### src/rtl/ddr5_closed_page_scheduler_pkg.sv
// Shared types and defaults for the closed-page DDR5 command scheduler.
//   commands_e     : command codes driven on cmd (NOP is the reset/idle code)
//   oper_e         : request operation encoding on req_op
//   add_map_t      : field layout of the 34-bit physical address
//   req_t          : 36-bit FIFO payload {op, address}
//   sched_state_e  : scheduler FSM states
//   DEF_*          : default FIFO depth and timing values (DIMM clock cycles)
package ddr5_closed_page_scheduler_pkg;

    typedef enum logic [3:0] {
        CMD_NOP  = 4'd0,
        CMD_ACT0 = 4'd1,
        CMD_ACT1 = 4'd2,
        CMD_RD0  = 4'd3,
        CMD_RD1  = 4'd4,
        CMD_WR0  = 4'd5,
        CMD_WR1  = 4'd6,
        CMD_PRE  = 4'd7
    } commands_e;

    typedef enum logic [1:0] {
        OP_D_READ  = 2'd0,
        OP_WRITE   = 2'd1,
        OP_I_READ  = 2'd2,
        OP_ILLEGAL = 2'd3
    } oper_e;

    // MSB first: row[33:18], col_high[17:12], bank[11:10], bg[9:7],
    // channel[6], col_low[5:2], byte offset[1:0].
    typedef struct packed {
        logic [15:0] row;
        logic [5:0]  col_high;
        logic [1:0]  bank;
        logic [2:0]  bg;
        logic        channel;
        logic [3:0]  col_low;
        logic [1:0]  byte_off;
    } add_map_t;

    typedef struct packed {
        oper_e    op;
        add_map_t addr;
    } req_t;

    localparam int REQ_W       = 36;
    localparam int DEF_DEPTH   = 16;
    localparam int DEF_T_RCD   = 39;
    localparam int DEF_T_RAS   = 76;
    localparam int DEF_T_RTP   = 18;
    localparam int DEF_T_CWD   = 38;
    localparam int DEF_T_BURST = 8;
    localparam int DEF_T_WR    = 72;
    localparam int DEF_T_RP    = 39;

    typedef enum logic [3:0] {
        ST_IDLE     = 4'd0,
        ST_ACT0     = 4'd1,
        ST_ACT1     = 4'd2,
        ST_WAIT_RCD = 4'd3,
        ST_CAS0     = 4'd4,
        ST_CAS1     = 4'd5,
        ST_WAIT_PRE = 4'd6,
        ST_PRE      = 4'd7,
        ST_WAIT_RP  = 4'd8
    } sched_state_e;

    // 8-bit saturating increment used by all timing counters.
    function automatic logic [7:0] sat_inc(input logic [7:0] v);
        return (v == 8'hFF) ? v : v + 8'd1;
    endfunction

endpackage

### src/rtl/ddr5_closed_page_scheduler_sched_req_fifo.sv
// Request FIFO for the DDR5 scheduler. Pointer-based circular buffer with an
// extra wrap bit to tell full from empty. Read data is the head entry,
// available combinationally so the scheduler can decode it in the pop cycle.
//   clk_i, rst_i      : clock, asynchronous active-high reset (clears pointers)
//   push_i, din_i     : write request and payload (ignored when full)
//   pop_i, dout_o     : remove head entry (ignored when empty), head payload
//   full_o, empty_o   : occupancy flags
module sched_req_fifo #(
    parameter int DEPTH = 16,
    parameter int WIDTH = 36
) (
    input  logic             clk_i,
    input  logic             rst_i,
    input  logic             push_i,
    input  logic [WIDTH-1:0] din_i,
    input  logic             pop_i,
    output logic [WIDTH-1:0] dout_o,
    output logic             full_o,
    output logic             empty_o
);

    localparam int PTR_W = $clog2(DEPTH);
    localparam logic [PTR_W:0] PTR_ONE = {{PTR_W{1'b0}}, 1'b1};

    if ((DEPTH < 2) || ((DEPTH & (DEPTH - 1)) != 0)) begin : g_bad_depth
        $error("sched_req_fifo: DEPTH must be a power of two >= 2");
    end

    logic [WIDTH-1:0] mem [DEPTH];
    logic [PTR_W:0]   wr_ptr_q;
    logic [PTR_W:0]   rd_ptr_q;
    logic             do_push;
    logic             do_pop;

    assign empty_o = (wr_ptr_q == rd_ptr_q);
    assign full_o  = (wr_ptr_q[PTR_W] != rd_ptr_q[PTR_W]) &&
                     (wr_ptr_q[PTR_W-1:0] == rd_ptr_q[PTR_W-1:0]);
    assign do_push = push_i && !full_o;
    assign do_pop  = pop_i && !empty_o;
    assign dout_o  = mem[rd_ptr_q[PTR_W-1:0]];

    always_ff @(posedge clk_i) begin
        if (do_push) begin
            mem[wr_ptr_q[PTR_W-1:0]] <= din_i;
        end
    end

    always_ff @(posedge clk_i or posedge rst_i) begin
        if (rst_i) begin
            wr_ptr_q <= '0;
            rd_ptr_q <= '0;
        end else begin
            if (do_push) wr_ptr_q <= wr_ptr_q + PTR_ONE;
            if (do_pop)  rd_ptr_q <= rd_ptr_q + PTR_ONE;
        end
    end

endmodule

### src/rtl/ddr5_closed_page_scheduler.sv
// In-order closed-page DDR5 command scheduler for one channel. Each request is
// expanded into ACT0/ACT1, RD0/RD1 or WR0/WR1, then PRE, honouring tRCD, tRAS,
// tRTP, write recovery (tCWD+tBURST+tWR) and tRP.
//   clock, reset        : DIMM clock, asynchronous active-high reset
//   req_valid/req_ready : request handshake (ready = FIFO not full)
//   req_addr, req_op    : 34-bit address (add_map_t), operation (oper_e)
//   cmd_valid, cmd      : registered command strobe and code (commands_e)
//   cmd_bg/bank/row/col : target fields, held when no command is issued
//   done                : pulse with the PRE of each request
//   err                 : pulse when an op-3 request is dropped
module ddr5_closed_page_scheduler
    import ddr5_closed_page_scheduler_pkg::*;
#(
    parameter int DEPTH   = DEF_DEPTH,
    parameter int T_RCD   = DEF_T_RCD,
    parameter int T_RAS   = DEF_T_RAS,
    parameter int T_RTP   = DEF_T_RTP,
    parameter int T_CWD   = DEF_T_CWD,
    parameter int T_BURST = DEF_T_BURST,
    parameter int T_WR    = DEF_T_WR,
    parameter int T_RP    = DEF_T_RP
) (
    input  logic        clock,
    input  logic        reset,
    input  logic        req_valid,
    output logic        req_ready,
    input  logic [33:0] req_addr,
    input  logic [1:0]  req_op,
    output logic        cmd_valid,
    output logic [3:0]  cmd,
    output logic [2:0]  cmd_bg,
    output logic [1:0]  cmd_bank,
    output logic [15:0] cmd_row,
    output logic [9:0]  cmd_col,
    output logic        done,
    output logic        err
);

    localparam int WR_TO_PRE = T_CWD + T_BURST + T_WR;

    if (T_RCD < 3 || T_RCD > 255 || T_RAS < 1 || T_RAS > 255 ||
        T_RTP < 1 || T_RTP > 255 || T_CWD > 255 || T_BURST > 255 ||
        T_WR > 255 || WR_TO_PRE < 1 || WR_TO_PRE > 255 ||
        T_RP < 3 || T_RP > 255) begin : g_bad_timing
        $error("ddr5_closed_page_scheduler: timing parameters out of 8-bit counter range");
    end

    // Counters read 1 on the edge after their start command, so a command at
    // edge S+T needs the state change one edge earlier: threshold T-1. Leaving
    // WAIT_RP costs one extra IDLE cycle before ACT0, hence T_RP-2.
    localparam logic [7:0] RCD_THR = 8'(T_RCD - 1);
    localparam logic [7:0] RAS_THR = 8'(T_RAS - 1);
    localparam logic [7:0] RTP_THR = 8'(T_RTP - 1);
    localparam logic [7:0] WRP_THR = 8'(WR_TO_PRE - 1);
    localparam logic [7:0] RP_THR  = 8'(T_RP - 2);

    sched_state_e state_q, state_d;
    req_t         req_q, req_d;
    req_t         fifo_dout;
    logic         fifo_full, fifo_empty, fifo_pop;
    logic [7:0]   ras_cnt_q, cas_cnt_q, rp_cnt_q;
    logic         is_write, issue, done_d, err_d;
    commands_e    cmd_sel;
    logic         unused_addr_bits;

    commands_e    cmd_q;
    logic         cmd_valid_q, done_q, err_q;
    logic [2:0]   bg_q;
    logic [1:0]   bank_q;
    logic [15:0]  row_q;
    logic [9:0]   col_q;

    // No bypass: a full FIFO refuses a push even when it pops the same cycle.
    assign req_ready = !reset && !fifo_full;
    assign is_write  = (req_q.op == OP_WRITE);
    assign unused_addr_bits = ^{req_q.addr.channel, req_q.addr.byte_off};

    sched_req_fifo #(
        .DEPTH (DEPTH),
        .WIDTH (REQ_W)
    ) u_fifo (
        .clk_i   (clock),
        .rst_i   (reset),
        .push_i  (req_valid && req_ready),
        .din_i   ({req_op, req_addr}),
        .pop_i   (fifo_pop),
        .dout_o  (fifo_dout),
        .full_o  (fifo_full),
        .empty_o (fifo_empty)
    );

    always_comb begin
        state_d  = state_q;
        req_d    = req_q;
        fifo_pop = 1'b0;
        issue    = 1'b0;
        cmd_sel  = CMD_NOP;
        done_d   = 1'b0;
        err_d    = 1'b0;
        unique case (state_q)
            ST_IDLE: begin
                if (!fifo_empty) begin
                    fifo_pop = 1'b1;
                    if (fifo_dout.op == OP_ILLEGAL) begin
                        err_d = 1'b1;
                    end else begin
                        req_d   = fifo_dout;
                        state_d = ST_ACT0;
                    end
                end
            end
            ST_ACT0: begin
                issue   = 1'b1;
                cmd_sel = CMD_ACT0;
                state_d = ST_ACT1;
            end
            ST_ACT1: begin
                issue   = 1'b1;
                cmd_sel = CMD_ACT1;
                state_d = ST_WAIT_RCD;
            end
            ST_WAIT_RCD: begin
                if (ras_cnt_q >= RCD_THR) state_d = ST_CAS0;
            end
            ST_CAS0: begin
                issue   = 1'b1;
                cmd_sel = is_write ? CMD_WR0 : CMD_RD0;
                state_d = ST_CAS1;
            end
            ST_CAS1: begin
                issue   = 1'b1;
                cmd_sel = is_write ? CMD_WR1 : CMD_RD1;
                state_d = ST_WAIT_PRE;
            end
            ST_WAIT_PRE: begin
                if ((ras_cnt_q >= RAS_THR) &&
                    (cas_cnt_q >= (is_write ? WRP_THR : RTP_THR))) begin
                    state_d = ST_PRE;
                end
            end
            ST_PRE: begin
                issue   = 1'b1;
                cmd_sel = CMD_PRE;
                done_d  = 1'b1;
                state_d = ST_WAIT_RP;
            end
            ST_WAIT_RP: begin
                if (rp_cnt_q >= RP_THR) state_d = ST_IDLE;
            end
            default: state_d = ST_IDLE;
        endcase
    end

    always_ff @(posedge clock or posedge reset) begin
        if (reset) begin
            state_q     <= ST_IDLE;
            req_q       <= '0;
            ras_cnt_q   <= '0;
            cas_cnt_q   <= '0;
            rp_cnt_q    <= '0;
            cmd_valid_q <= 1'b0;
            cmd_q       <= CMD_NOP;
            bg_q        <= '0;
            bank_q      <= '0;
            row_q       <= '0;
            col_q       <= '0;
            done_q      <= 1'b0;
            err_q       <= 1'b0;
        end else begin
            state_q     <= state_d;
            req_q       <= req_d;
            // Each counter restarts on the edge its reference command is issued.
            ras_cnt_q   <= (state_q == ST_ACT0) ? 8'd1 : sat_inc(ras_cnt_q);
            cas_cnt_q   <= (state_q == ST_CAS0) ? 8'd1 : sat_inc(cas_cnt_q);
            rp_cnt_q    <= (state_q == ST_PRE)  ? 8'd1 : sat_inc(rp_cnt_q);
            cmd_valid_q <= issue;
            done_q      <= done_d;
            err_q       <= err_d;
            if (issue) begin
                cmd_q  <= cmd_sel;
                bg_q   <= req_q.addr.bg;
                bank_q <= req_q.addr.bank;
                row_q  <= req_q.addr.row;
                col_q  <= {req_q.addr.col_high, req_q.addr.col_low};
            end
        end
    end

    assign cmd_valid = cmd_valid_q;
    assign cmd       = cmd_q;
    assign cmd_bg    = bg_q;
    assign cmd_bank  = bank_q;
    assign cmd_row   = row_q;
    assign cmd_col   = col_q;
    assign done      = done_q;
    assign err       = err_q;

endmodule

### config.mk
export PLATFORM = sky130hd
export DESIGN_NAME = ddr5_closed_page_scheduler
export DESIGN_NICKNAME = d
export VERILOG_FILES = /design/src/rtl/ddr5_closed_page_scheduler_pkg.sv /design/src/rtl/ddr5_closed_page_scheduler_sched_req_fifo.sv /design/src/rtl/ddr5_closed_page_scheduler.sv
export SDC_FILE = /design/constraint.sdc
export NUM_CORES = 1
export LEC_CHECK = 0
export ABC_AREA = 1
export CORE_MARGIN = 4
export CORE_UTILIZATION = 52
export CTS_BUF_LIST = sky130_fd_sc_hd__clkbuf_2
export DETAILED_ROUTE_END_ITERATION = 7
export PLACE_DENSITY_LB_ADDON = 0.12
export REMOVE_ABC_BUFFERS = 1
export SETUP_SLACK_MARGIN = 0.02
export SYNTH_ARGS = -nofsm -noshare
export SYNTH_HDL_FRONTEND = slang
export SYNTH_SLANG_ARGS = --single-unit
### constraint.sdc
create_clock -name clock -period 10.9 [get_ports clock]
set_input_delay 1.09 -clock clock [delete_from_list [all_inputs] [get_ports clock]]
set_output_delay 1.09 -clock clock [all_outputs]
set_load 0.02 [all_outputs]
==> run_results.csv <==
group,metric,value,unit
outcome,outcome,"complete, no violations",
grt,grt_overflow,0,
worst_setup_path,path_cells,"buf_4 > xor2_1 > nor2_1 > nand3b_1 > nand2_1 > inv_2 > clkdlybuf4s50_1",
cts,cts_tree,"done",
timing,fin_skew,71.3,ps
die,core,48100,um^2
die,start_util,0.530,
synth,yosys_warnings,0,
power,seqPwrFrac,0.426,
power,power_density,260,nW/um^2
timing,rsz0062_at_grt,"no",
finish,area_delta_synth_final,11.4,%
synth,yosysTopAreaCell,"edfxtp_1",
synth,ys_ff_latch,636,
worst_setup_path,end_kind,"output pin",
worst_setup_path,crit_type,"reg2out",
min_path,min_path_type,"in2async",
finish,seqCellArea,18600,um^2
routing,ant_nets,0,
finish,layout.nets,2266,
synth,yosysTopAreaCellShare,0.621,
cts,cts_root_buf,"clkbuf_2",
timing,timing.final.ws_setup,6340,ps
synth,async_reset_ff_frac,0.170,
power,power_leakage,10.5,nW
cts,ctsHtreeMaxLevel,4,
grt,grt_max_degree,194,
routing,num_vias,16800,
routing,drtIter0Drc,1373,
power,switching_share,0.401,
cts,path_clk_slew,100,ps
cts,cts_resized,0,
power,vdd_ir_drop_max,0.233,mV
power,p_sw,2.97,mW
synth,ys_seq_area_frac,0.727,
timing,max_slew_margin,0.163,
power,internal_power,4.43,mW
synth,yosysMostFrequentCell,"edfxtp_1",
routing,dr.pass1.iters,5,
routing,remaining_drc_errors,0,
cts,clkSinkCount,636,
worst_setup_path,path_max_fanout,57,
synth,synth-main-ff-cell,"edfxtp_1",
worst_setup_path,max_stage_delay,650,ps
placed_design,dp_slack,6230,ps
worst_setup_path,crit_arrival,3470,ps
placed_design,port-buffer-count,73,
die,die_h,230,um
die,num_io_pins,78,
worst_setup_path,cpMaxStageDelayCell,"buf_4",
placed_design,finalWeightedCongestion,0.791,
cts,numCtsBuffers,159,
worst_setup_path,critPathRequiredTime,9810,ps
synth,synth_area,25500,um^2
timing,finalHoldViolCount,0,
grt,grt_first_pass_wirelength,95900,um
cts,cts_setup_buffers,0,
synth,syn_inst,2061,
synth,syn_avg_cell_area,12.4,um^2
grt,grt_pass1_vias,16500,
synth,synth_edf_count,528,
routing,detail_route.wl_per_cell,21.1,um
grt,antenna_found_initial,4,
finish,nFillCells,3944,
cts,cts_hold_buffers,0,
power,pwr-share-comb,0.350,
routing,viasPerCell,5.61,
timing,clock.fmax,219,MHz
die,rows,80,
grt,grt_usage,0.240,
timing,finalCriticalPeriod,4560,ps
die,dieWidth,230,um
power,clock_power_share,0.223,
timing,timing.final.max_slew_violations,0,
synth,synth.area.top_cells,"edfxtp_1, dfrtp_1, o21ai_0, nand2_1, nor2_1",
run,cap_violations,0,
worst_setup_path,crit_path_start_kind,"register",
timing,setup_viol,0,
cts,clk_latency,1350,ps
die,dieArea,52700,um^2
timing,period_share,0.418,
synth,netlist_top_cells_count,"edfxtp_1, nand2_1, nor2_1, o21ai_0, dfrtp_1",
synth,yosysUniqueCellTypes,41,
finish,multiInputGateArea,6150,um^2
timing,tightestPinTransition,1250,ps
placed_design,hpwl,31300,um
timing,fin_setup_tns,0,ps
cts,cts_buffer_depth,3,
routing,drt-total-wl,63400,um
finish,drive_above_1_share,0.151,
sequential cells by signal, indices dropped and copies added (netlist names), 2 cells and up:
register         flops
cas_cnt_q            8
cmd                  3
cmd_bank             2
cmd_bg               3
cmd_col             10
cmd_row             16
ras_cnt_q            8
req_q               33
rp_cnt_q             8
state_q              4
u_fifo.mem         528
u_fifo.rd_ptr_q      5
u_fifo.wr_ptr_q      5
layout make-up:
| class | count | share of cell area |
|---|---|---|
| clock inverters | 46 | 0.0108 |
| clock buffers | 246 | 0.0433 |
| flip-flops and latches | 636 | 0.653 |
| inverters | 82 | 0.0112 |
| repair buffers | 111 | 0.0362 |
| diodes | 6 | 0.000528 |
| multi-input cells | 1221 | 0.216 |
| well taps | 656 | 0.0289 |
through the flow:
| step | hold slack, ps | std cells | util | power, mW | instance area, um^2 |
|---|---|---|---|---|---|
| floorplan | 450 | 1939 | - | 4.84 | 24900 |
| global placement | 453 | 2706 | 0.558 | 5.74 | 26900 |
| detailed placement | 458 | 2706 | 0.558 | 5.81 | 26900 |
| CTS | 139 | 2998 | 0.590 | 7.47 | 28400 |
| global route | 172 | 3004 | 0.591 | 7.91 | 28400 |
| finish | 264 | 3004 | 0.591 | 7.41 | 28400 |
kinds of logic after synthesis:
family	count (synthesis)	synth area share
AND/OR/NAND/NOR	739	0.122
flip-flops	636	0.727
AO/OA/AOI/OAI	450	0.102
buffers and inverters	204	0.0358
adder cells (fa/ha/maj)	16	0.00784
XOR/XNOR	15	0.00515
other	1	0.000147
cells in the final DEF, fill, tap and decap left out, types with 21 or more instances in the layout:
master and instances:
nor2_1 284, clkdlybuf4s50_1 73, clkbuf_2 246, o21ai_0 257, inv_1 73, clkinv_1 33, nand2_1 307, dfrtp_1 105
buf_4 37, o211ai_1 21, nand3_2 23, o21ai_1 25, o22ai_1 80, o221ai_1 41, nand3_1 88, edfxtp_1 528
critical path: cells and delay by family, from the launching register on:
kind | cells | cell delay [ps]
xor+xnor | 1 | 210
simple gates | 3 | 230
flops | 1 | 350
buf+inv | 3 | 1360
per-layer routing:
metal	track usage	routed length, um	vias up
li1	-	-	7829
met1	0.329	27000	8277
met2	0.382	30300	636
met3	0.0582	4940	98
met4	0.0810	1100	4
met5	0	17	-
power groups by stage:
| stage | Combinational [mW] | Sequential (mW) | Clock (mW) |
|---|---|---|---|
| final | 2.60 | 3.16 | 1.65 |
| after global routing | 2.89 | 3.19 | 1.83 |
| after CTS | 2.61 | 3.16 | 1.70 |
| after detailed placement | 2.60 | 3.21 | 0 |
| after global placement | 2.54 | 3.20 | 0 |
| after floorplan | 1.53 | 3.31 | 0 |
worst paths after layout:
path                               startpoint                  to  slack [ps]  cells past startpoint
hold / removal                          reset            req_q[2]         260                      2
min in group clock                 cmd_row[7]          cmd_row[7]         480                      2
setup reg to reg           u_fifo.rd_ptr_q[2]   u_fifo.mem[5][14]        7040                      9
setup / recovery           u_fifo.rd_ptr_q[2]           req_ready        6340                      7
hold reg to reg                    cmd_row[7]          cmd_row[7]         480                      2
max in group asynchronous               reset  u_fifo.rd_ptr_q[1]        9410                      3
Power figures use the tool's default switching activity.
